### src/rtl/u_rr_arb_pkg.sv
// rtl/u_rr_arb_pkg.sv - shared types and helpers for the round-robin arbiter
package u_rr_arb_pkg;

  typedef enum logic {
    IDLE  = 1'b0,
    GRANT = 1'b1
  } state_t;

  // Modulo-w increment; the wrap is explicit because w need not be a power of two.
  function automatic int ptr_inc(input int id, input int w);
    return (id >= w - 1) ? 0 : id + 1;
  endfunction

endpackage

### src/rtl/u_rr_sel.sv
// rtl/u_rr_sel.sv - pivot-masked round-robin winner selection (combinational)
module u_rr_sel
  import u_rr_arb_pkg::*;
#(
  parameter int W = 4,
  localparam int IDW = $clog2(W)
) (
  input  logic [W-1:0]   i_req,
  input  logic [IDW-1:0] i_ptr,
  output logic [W-1:0]   o_gnt,
  output logic [IDW-1:0] o_gnt_id
);

  logic [W-1:0]   w_hi;
  logic [W-1:0]   w_hi_gnt;
  logic [W-1:0]   w_lo_gnt;
  logic [IDW-1:0] w_hi_id;
  logic [IDW-1:0] w_lo_id;
  logic           w_hi_any;

  always_comb begin
    w_hi = '0;
    for (int i = 0; i < W; i++) begin
      w_hi[i] = i_req[i] && (i >= int'(i_ptr));
    end
  end

  // Descending scan: the last hit written is the lowest set bit.
  always_comb begin
    w_hi_gnt = '0;
    w_hi_id  = '0;
    w_lo_gnt = '0;
    w_lo_id  = '0;
    for (int i = W - 1; i >= 0; i--) begin
      if (w_hi[i]) begin
        w_hi_gnt = '0;
        w_hi_gnt[i] = 1'b1;
        w_hi_id = IDW'(i);
      end
      if (i_req[i]) begin
        w_lo_gnt = '0;
        w_lo_gnt[i] = 1'b1;
        w_lo_id = IDW'(i);
      end
    end
  end

  assign w_hi_any = |w_hi;
  assign o_gnt    = w_hi_any ? w_hi_gnt : w_lo_gnt;
  assign o_gnt_id = w_hi_any ? w_hi_id  : w_lo_id;

endmodule

### src/rtl/u_rr_arb.sv
// rtl/u_rr_arb.sv - round-robin arbiter with registered grant held until handshake
module u_rr_arb
  import u_rr_arb_pkg::*;
#(
  parameter int W = 4,
  localparam int IDW = $clog2(W)
) (
  input  logic           i_clk,
  input  logic           i_arst_n,
  input  logic [W-1:0]   i_req,
  input  logic           i_rdy,
  output logic           o_vld,
  output logic [W-1:0]   o_gnt,
  output logic [IDW-1:0] o_gnt_id,
  output logic [IDW-1:0] o_ptr
);

  state_t         r_state;
  logic           r_vld;
  logic [W-1:0]   r_gnt;
  logic [IDW-1:0] r_gnt_id;
  logic [IDW-1:0] r_ptr;

  logic           w_any;
  logic [IDW-1:0] w_ptr_nxt;
  logic [IDW-1:0] w_sel_ptr;
  logic [W-1:0]   w_sel_gnt;
  logic [IDW-1:0] w_sel_id;

  assign w_any     = |i_req;
  assign w_ptr_nxt = IDW'(ptr_inc(int'(r_gnt_id), W));
  // A back-to-back re-arbitration must already see the post-handshake pointer.
  assign w_sel_ptr = (r_state == GRANT) ? w_ptr_nxt : r_ptr;

  u_rr_sel #(
    .W (W)
  ) u_sel (
    .i_req    (i_req),
    .i_ptr    (w_sel_ptr),
    .o_gnt    (w_sel_gnt),
    .o_gnt_id (w_sel_id)
  );

  always_ff @(posedge i_clk or negedge i_arst_n) begin
    if (!i_arst_n) begin
      r_state  <= IDLE;
      r_vld    <= 1'b0;
      r_gnt    <= '0;
      r_gnt_id <= '0;
      r_ptr    <= '0;
    end else begin
      case (r_state)
        IDLE: begin
          if (w_any) begin
            r_state  <= GRANT;
            r_vld    <= 1'b1;
            r_gnt    <= w_sel_gnt;
            r_gnt_id <= w_sel_id;
          end
        end
        GRANT: begin
          if (i_rdy) begin
            r_ptr <= w_ptr_nxt;
            if (w_any) begin
              r_gnt    <= w_sel_gnt;
              r_gnt_id <= w_sel_id;
            end else begin
              r_state  <= IDLE;
              r_vld    <= 1'b0;
              r_gnt    <= '0;
              r_gnt_id <= '0;
            end
          end
        end
        default: begin
          r_state <= IDLE;
          r_vld   <= 1'b0;
          r_gnt   <= '0;
        end
      endcase
    end
  end

  assign o_vld    = r_vld;
  assign o_gnt    = r_gnt;
  assign o_gnt_id = r_gnt_id;
  assign o_ptr    = r_ptr;

  a_gnt_onehot: assert property (@(posedge i_clk) disable iff (!i_arst_n)
    $onehot0(r_gnt));
  a_vld_matches_gnt: assert property (@(posedge i_clk) disable iff (!i_arst_n)
    r_vld == (|r_gnt));
  a_gnt_stable: assert property (@(posedge i_clk) disable iff (!i_arst_n)
    (r_vld && !i_rdy) |=> $stable(r_gnt));
  a_ptr_range: assert property (@(posedge i_clk) disable iff (!i_arst_n)
    int'(r_ptr) < W);
  // Requester must hold its request while stalled; dropping it in the handshake cycle is legal.
  a_req_held: assert property (@(posedge i_clk) disable iff (!i_arst_n)
    (r_vld && !i_rdy) |-> (|(i_req & r_gnt)));

endmodule

### config.mk
export PLATFORM = sky130hd
export DESIGN_NAME = u_rr_arb
export DESIGN_NICKNAME = d
export VERILOG_FILES = /design/src/rtl/u_rr_arb_pkg.sv /design/src/rtl/u_rr_sel.sv /design/src/rtl/u_rr_arb.sv
export SDC_FILE = /design/constraint.sdc
export NUM_CORES = 1
export LEC_CHECK = 0
export BUFFER_PORTS_ARGS = -buffer_cell sky130_fd_sc_hd__buf_2
export CAP_MARGIN = 20
export CORE_MARGIN = 5
export CORE_UTILIZATION = 45
export DETAILED_ROUTE_END_ITERATION = 7
export GPL_TIMING_DRIVEN = 0
export MAX_ROUTING_LAYER = met4
export PLACE_DENSITY = 0.7
export SLEW_MARGIN = 15
export SYNTH_ARGS = -nofsm -noshare
export SYNTH_HDL_FRONTEND = slang
export SYNTH_SLANG_ARGS = --single-unit
export TNS_END_PERCENT = 50
### constraint.sdc
create_clock -name i_clk -period 4.6 [get_ports i_clk]
set_clock_uncertainty 0.15 [all_clocks]
set_input_delay 0 -clock i_clk [delete_from_list [all_inputs] [get_ports i_clk]]
set_output_delay 0 -clock i_clk [all_outputs]
set_load 0.005 [all_outputs]
==> impl_metrics.tcl, run 1 <==
set metrics [dict create \
    status "finished, final reports clean" \
    syn_to_final_growth_pct 29.4 \
    cts_resized 0 \
    ant_nets 0 \
    met1_length_um 658 \
    ys_ff_latch 10 \
    wl_met2_um 695 \
    cts_root_buf "clkbuf_4" \
    n_fill_cell 105 \
    dr.pass1.iters 4 \
    cts_tree "built" \
    grt_pass1_vias 498 \
    gp_congestion 0.797 \
    slew_viol_final 0 \
    synthSimpleGateAreaFrac 0.203 \
    worstHoldPathType "input pin to register" \
    postLayoutCoreUtil 0.604 \
    dr_total_vias 578 \
    layout.cells.non_filler 100 \
    port_buffers 15 \
    cts_sinks 10 \
    synth_adder_area_share 0.0209 \
    arrival_ns 1.96 \
    synth_compound_area_frac 0.265 \
    synth_ff_type "dfrtp_1" \
    finalSetupViolations 0 \
    async_flop_share 1.00 \
    dp.cells 91 \
    grt_max_degree 11 \
    grt_overflow 0 \
    finalPower_uw 441 \
    drt-initial-drc-count 41 \
    wirelength_um 1450 \
    syn_inst 61 \
    grt_pass1_wl_um 2270 \
    clock_latency_ns 0.27 \
    period_minus_slack_ns 1.90 \
    clockBufferDepth 2 \
    cap_viol_max_count 0 \
    topRoutingLayerUsed "met4" \
    synthXorXnorAreaFrac 0 \
    layout-drive-gt1-share 0.306 \
    yosysSeqAreaShare 0.418 \
    place_hpwl_um 1030 \
    diodes 0 \
    antenna_found_initial 0 \
    synth-edff-count 0 \
    ctsHoldBuffers 6 \
    ioPinCount 16 \
    setup_tns_ns 0 \
    clkSlewWorstSetupHoldPaths_ns 0.07 \
    dpl_cell_area_um2 693 \
    dieArea_um2 2160 \
    die_w_um 46.5 \
    ys_warn_count 0 \
    fin_area_um2 776 \
    syn_nets 69 \
    avgViaCountPerCell 5.78 \
    p_leak_nw 0.368 \
    cp-start-kind "register" \
    multi_input_area_um2 337 \
    cts_buffers 3 \
    hold_viol 0 \
    ctsHtreeMaxLevel 1 \
    rows 13 \
    initial_core_util 0.466 \
    end_kind "register" \
    nets 95 \
    muxShareOfSynthArea 0.0731 \
    tightest_slew_ns 0.478 \
    rsz0062_at_grt "no" \
    clock.fmax_ghz 0.527 \
    relSlewSlack 0.680 \
    wire_per_inst_um 14.5 \
    synth.avg_cell_area_um2 9.83 \
    grt_usage 0.159 \
    ir_drop_mv 0.288 \
    fp.coreArea_um2 1280 \
    post-route-period-util 0.413 \
    critical_path_class "register to register" \
    die_h_um 46.5 \
    synth_area_um2 599 \
    post_cts_buffers 0 \
    seqCellArea_um2 250 \
    synth_cell_type_count 30 \
    synth_top_family_by_area "compound AO/OA/AOI/OAI gates" \
    drc 0 \
    route.met3.wl_um 64 \
    power_density_nw_per_um2 568 \
    cp_max_fo 5 \
    crit_required_ns 4.66 \
]
power breakdown:
group | switching [mW] | internal [mW] | leakage [nW]
combinational | 0.110 | 0.117 | 0.232
sequential | 0.0300 | 0.123 | 0.122
clock | 0.0309 | 0.0303 | 0.0138
total | 0.171 | 0.270 | 0.368
sequential cells by signal (all words and copies together) (netlist names):
signal and flops:
r_state 1, o_vld 1, o_ptr 2, o_gnt 4, o_gnt_id 2
cells in the final DEF, fill, tap and decap left out:
cell	synthesis	final
a211oi_1	1	1
a21boi_0	1	1
a21o_1	1	1
a21oi_1	3	3
a22o_1	3	3
a22oi_1	1	1
a32o_1	3	3
and3_1	1	1
and4_4	1	1
buf_2	1	16
clkbuf_4	0	3
dfrtp_1	10	10
dlygate4sd3_1	0	6
ha_1	1	1
inv_1	2	2
mux2_2	3	3
mux2i_1	1	1
nand2_1	7	7
nand2b_1	3	3
nand4_1	1	1
nor2_1	4	4
nor2b_1	1	1
nor3_1	1	1
nor4_1	1	1
o211ai_1	1	1
o21a_1	2	2
o21ai_0	2	2
o21ai_2	1	1
o31ai_1	1	1
o32ai_1	1	1
or3b_2	1	1
or4_4	1	1
layer usage:
layer / track usage / vias up
met1: 0.192 / 279
met4: 0.0909 / 0
met5: - / -
met3: 0.0625 / 5
met2: 0.223 / 12
li1: - / 282
path summary, 6_finish.rpt:
check | startpoint | to | slack [ns] | depth (start not counted)
hold / removal | i_req[3] | o_gnt[3] | 0.03 | 3
setup reg to reg | o_gnt_id[0] | o_gnt[2] | 2.70 | 5
min in group asynchronous | i_arst_n | o_gnt[3] | 0.60 | 3
setup / recovery | o_gnt_id[0] | o_gnt[2] | 2.70 | 5
hold reg to reg | o_gnt[0] | o_gnt[0] | 0.33 | 2
max in group asynchronous | i_arst_n | o_ptr[0] | 3.37 | 3
layout make-up:
| cell class | count | share of cell area |
|---|---|---|
| clock buffer | 3 | 0.0290 |
| multi-input combinational | 48 | 0.434 |
| buffer | 1 | 0.00645 |
| tap | 15 | 0.0242 |
| timing repair buffer | 21 | 0.174 |
| sequential | 10 | 0.323 |
| inverter | 2 | 0.00968 |
cell usage after synthesis, types with 2 or more instances:
library cell   n  area, µm²
dfrtp_1       10        250
nand2_1        7       26.3
nor2_1         4       15.0
a21oi_1        3       15.0
a22o_1         3       26.3
a32o_1         3       30.0
mux2_2         3       33.8
nand2b_1       3       18.8
inv_1          2       7.51
o21a_1         2       15.0
o21ai_0        2       10.0
per-stage QoR:
stage | hold slack, ns | setup WS (ns)
2_1_floorplan | -0.446 | 2.80
3_3_place_gp | -0.277 | 2.74
3_5_place_dp | -0.272 | 2.71
4_1_cts | 0.0274 | 2.70
5_1_grt | 0.0402 | 2.60
6_report | 0.0254 | 2.70
critical path: stages (launching register included):
cell and delay, ns:
dfrtp_1 0.42, ha_1 0.23, or3b_2 0.50, nand4_1 0.14
and4_4 0.25, a32o_1 0.15
logic make-up (layout without fill, tap and decap cells):
| logic type | count (synthesis) | in the layout |
|---|---|---|
| multiplexers | 4 | 4 |
| adder cells (fa/ha/maj) | 1 | 1 |
| buffers and inverters | 3 | 27 |
| flip-flops | 10 | 10 |
| AND/OR/NAND/NOR | 22 | 22 |
| AO/OA/AOI/OAI | 21 | 21 |
(Power assumes the default switching activity.)
==> run 2, diff against run 1 <==
Settings changed: CORE_UTILIZATION 45 to 44, PLACE_DENSITY 0.7 to 0.71.
Clock period 4.6 ns to 1.7 ns, I/O delays scaled along.
==> run 2 against run 1 <==
Effect of this change: the run now ends with negative setup slack left; die area increased by 1.8%; sequential power grew to 2.7 times the previous value; non-clock buffer count grew 2; register-to-register slack worse by 2.7 ns; cell area rose by 5.5%; combinational power grew to 3.3 times the previous value; count of clock-buffer cells in the layout unchanged; power grew to 3.0 times the previous value; fmax is 11% higher; critical path type unchanged.
==> impl_metrics.tcl, run 2 (synthesized netlist as in run 1, its figures left out) <==
set metrics [dict create \
    slew_viol_final 0 \
    clkSlewWorstSetupHoldPaths_ns 0.06 \
    fin_area_um2 818 \
    rows 13 \
    initial_core_util 0.461 \
    largest_reg_flops 4 \
    period_minus_slack_ns 1.72 \
    dr.pass1.iters 4 \
    status "finished with violations" \
    syn_to_final_growth_pct 36.5 \
    clock.fmax_ghz 0.583 \
    cts_buffers 3 \
    critical_path_class "register to register" \
    nets 97 \
    mostFrequentLayoutCell "buf_2" \
    die_w_um 46.9 \
    worstHoldPathType "input pin to register" \
    setup_slack_ns -0.0161 \
    cap_viol_max_count 0 \
    cp_max_fo 3 \
    cts_tree "built" \
    antenna_found_initial 0 \
    hold_viol 0 \
    fp.coreArea_um2 1300 \
    post-route-period-util 1.01 \
    ctsHtreeMaxLevel 1 \
    rsz0062_at_grt "yes" \
    grt_pass1_wl_um 2340 \
    drt-initial-drc-count 21 \
    port_buffers 15 \
    grt_usage 0.163 \
    tightest_slew_ns 0.474 \
    gp_congestion 0.800 \
    wire_per_inst_um 14.7 \
    finalPower_mw 1.31 \
    end_kind "register" \
    cp-start-kind "register" \
    place_ws_ns -0.114 \
    grt_overflow 0 \
    ant_nets 0 \
    cts_sinks 10 \
    finalSetupViolations 1 \
    drc 0 \
    dieArea_um2 2200 \
    arrival_ns 1.77 \
    ioPinCount 16 \
    clock_latency_ns 0.27 \
    avgViaCountPerCell 5.81 \
    mostFrequentLayoutCells "buf_2, dfrtp_1, nand2_1, dlygate4sd3_1, nor2_1" \
    cts_root_buf "clkbuf_4" \
    clockBufferDepth 2 \
    crit_required_ns 1.76 \
    postLayoutCoreUtil 0.629 \
    violations "negative setup slack" \
    diodes 0 \
    power_density_nw_per_um2 1600 \
    relSlewSlack 0.683 \
    layout-drive-gt1-share 0.356 \
    grt_pass1_vias 520 \
    ir_drop_mv 0.893 \
    wirelength_um 1500 \
    p_leak_nw 0.384 \
    grt_max_degree 11 \
    place_hpwl_um 1050 \
    dr_total_vias 593 \
    dpl_cell_area_um2 698 \
    die_h_um 46.9 \
]
-- run 2: worst max-delay path, cell delays in order (launching register included) --
cell and delay, ns:
dfrtp_1 0.41, ha_4 0.17, or3b_4 0.39, and3_1 0.21, a21oi_2 0.14, a32o_1 0.18
-- run 2: final cells by class --
class / count / area, µm²
buffer: 1 / 5.00
multi-input combinational: 48 / 364
sequential: 10 / 250
inverter: 2 / 7.51
clock buffer: 3 / 22.5
fill: 120 / 483
timing repair buffer: 23 / 150
tap: 15 / 18.8
-- run 2: timing repair --
| action | in CTS | in global routing |
|---|---|---|
| hold endpoints to repair | 16 | 0 |
| hold buffers | 6 | 0 |
| pin swaps | 3 | 0 |
| gates resized for setup | 1 | 4 |
| endpoints found under the setup margin | 5 | 6 |
| setup buffers | 2 | 0 |
-- run 2: path summary, 6_finish.rpt --
check / cells after the start / start / slack (ns) / end
worst max-delay path: 5 / o_gnt_id[0] / -0.02 / o_gnt_id[0]
worst min-delay path: 3 / i_req[3] / 0.04 / o_gnt[3]
worst max register to register: 5 / o_gnt_id[0] / -0.02 / o_gnt_id[0]
worst min register to register: 2 / o_gnt[0] / 0.34 / o_gnt[0]
max in group asynchronous: 3 / i_arst_n / 0.48 / o_gnt[1]
min in group asynchronous: 3 / i_arst_n / 0.60 / o_gnt[3]
-- run 2: where the power goes --
group | total, mW | switching [mW] | internal (mW)
clock network | 0.163 | 0.0812 | 0.0819
logic | 0.738 | 0.336 | 0.401
registers | 0.409 | 0.0776 | 0.332
-- run 2: metal layers --
layer,up-vias,track usage,routed length [µm]
li1,291,-,-
met1,283,0.193,635
met2,15,0.249,752
met3,4,0.0230,76
met4,0,0.116,38
met5,-,-,0
-- run 2: metrics by stage --
step	TNS, ns	hold WS [ns]	cells
2_1_floorplan	0	-0.446	61
3_3_place_gp	-0.118	-0.276	91
3_5_place_dp	-0.348	-0.276	91
4_1_cts	0	0.0255	102
5_1_grt	-0.261	0.0450	102
6_report	-0.0161	0.0351	102
==> run 3, diff against run 2 <==
Settings changed: REMOVE_ABC_BUFFERS set to 1.
==> run 3 against run 2 <==
Effect of this change: wire length up 7.3%; count of clock-buffer cells in the layout up 1; clock power up 33%; highest routed layer unchanged; core utilization up 3.3 points; the run still ends with negative setup slack left.
==> impl_metrics.tcl, run 3 (synthesized netlist as in run 1, its figures left out) <==
set metrics [dict create \
    cp_max_fo 3 \
    ctsHtreeMaxLevel 1 \
    cts_buffers 3 \
    cts_tree "built" \
    fp.coreArea_um2 1300 \
    whs_ns 0.0344 \
    power_frac_seq 0.285 \
    post-route-period-util 1.01 \
    initial_core_util 0.461 \
    worstHoldPathType "input pin to register" \
    drc 0 \
    wl_met2_um 759 \
    mostFrequentLayoutCell "buf_2" \
    reg2reg_slack_ns -0.02 \
    finalPower_mw 1.46 \
    largest_reg_flops 4 \
    mostFrequentLayoutCells "buf_2, dfrtp_1, nand2_1, dlygate4sd3_1, nor2_1" \
    clkSlewWorstSetupHoldPaths_ns 0.07 \
    cts_sinks 10 \
    power.switching_uw 539 \
    ir_drop_mv 0.827 \
    crit_required_ns 1.75 \
    grt_usage 0.178 \
    ant_nets 0 \
    route.met3.wl_um 118 \
    relSlewSlack 0.700 \
    diodes 0 \
    die_w_um 46.9 \
    hold_viol 0 \
    place_hpwl_um 1080 \
    crit_path_start "o_gnt_id[0]" \
    rsz0062_at_grt "yes" \
    setup_tns_ns -0.0624 \
    gp_congestion 0.890 \
    clock.fmax_ghz 0.581 \
    dr_total_vias 595 \
    slowest_delay_ns 0.42 \
    power_density_nw_per_um2 1700 \
    clockBufferDepth 2 \
    cp-start-kind "register" \
    dpl_cell_area_um2 688 \
    layout-drive-gt1-share 0.416 \
    grt_pass1_wl_um 2600 \
    arrival_ns 1.77 \
    clock_latency_ns 0.26 \
    end_kind "register" \
    die_h_um 46.9 \
    status "finished with violations" \
    violations "negative setup slack" \
    ioPinCount 16 \
    topRoutingLayerUsed "met4" \
    drt-initial-drc-count 7 \
    syn_to_final_growth_pct 43.6 \
    tightest_slew_ns 0.448 \
    clock_power_share 0.148 \
    setup_slack_ns -0.0205 \
    critical_path_class "register to register" \
    met1_length_um 690 \
    finalSetupViolations 4 \
    cap_viol_max_count 0 \
    rows 13 \
    fin_area_um2 861 \
    cts_root_buf "clkbuf_4" \
    avgViaCountPerCell 5.72 \
    port_buffers 15 \
    dr.pass1.iters 4 \
    nets 98 \
    postLayoutCoreUtil 0.662 \
    pwr-share-comb 0.567 \
    period_minus_slack_ns 1.72 \
    p_leak_nw 0.400 \
    ff2ff_path_depth 5 \
    cp_cell_sequence "ha_4 > or3b_4 > nand4_1 > and4_4 > a22o_1" \
    place_ws_ns -0.199 \
    wirelength_um 1610 \
    p_sw_frac 0.368 \
    grt_overflow 0 \
    dieArea_um2 2200 \
    layout.cells.non_filler 104 \
    slowest_stage "dfrtp_1" \
    grt_pass1_vias 586 \
    setup.worst_path.end "o_gnt_id[1]" \
    antenna_found_initial 0 \
    r2r_start "o_gnt_id[0]" \
    dp.cells 90 \
    intPower_uw 926 \
    grt_max_degree 13 \
    r2r-end "o_gnt_id[1]" \
    wire_per_inst_um 15.5 \
    slew_viol_final 0 \
]
-- run 3: area by class of cell --
class	count	area, µm²
clock buffers	4	36.3
fillers	114	440
inverters	2	7.51
multi-input cells	48	375
flip-flops and latches	10	251
well taps	15	18.8
repair buffers	25	171
-- run 3: power groups by stage --
stage | Combinational, mW | Sequential [mW] | Clock, mW
after floorplan | 0.401 | 0.416 | 0
after global placement | 0.590 | 0.413 | 0
after detailed placement | 0.607 | 0.419 | 0
after CTS | 0.735 | 0.413 | 0.220
after global routing | 0.908 | 0.430 | 0.237
final | 0.831 | 0.417 | 0.217
-- run 3: what timing repair did --
action | 4_1_cts | 5_1_grt
hold buffers | 7 | 0
setup buffers | 2 | 1
endpoints found under the setup margin | 5 | 5
hold endpoints to repair | 16 | 0
resized for setup | 7 | 6
pin swaps | 5 | 7
-- run 3: worst max-delay path, delay by kind of cell, from the launching register on --
family          cells  cell delay (ns)
flops               1             0.42
simple gates        3             0.77
compound gates      1             0.15
fa+ha+maj           1             0.17
-- run 3: worst min path at each step --
stage / from / to / depth (start not counted)
2_1_floorplan: i_arst_n / o_gnt[0] / 0
3_3_place_gp: i_arst_n / o_vld / 1
3_5_place_dp: i_arst_n / r_state / 1
4_1_cts: i_req[3] / o_gnt[3] / 3
5_1_grt: i_req[3] / o_gnt[3] / 3
6_report: i_req[3] / o_gnt[3] / 3
-- run 3: layer usage --
layer / vias to the layer above / global-route usage
li1: 292 / -
met1: 272 / 0.206
met2: 25 / 0.263
met3: 6 / 0.0766
met4: 0 / 0.0829
met5: - / -
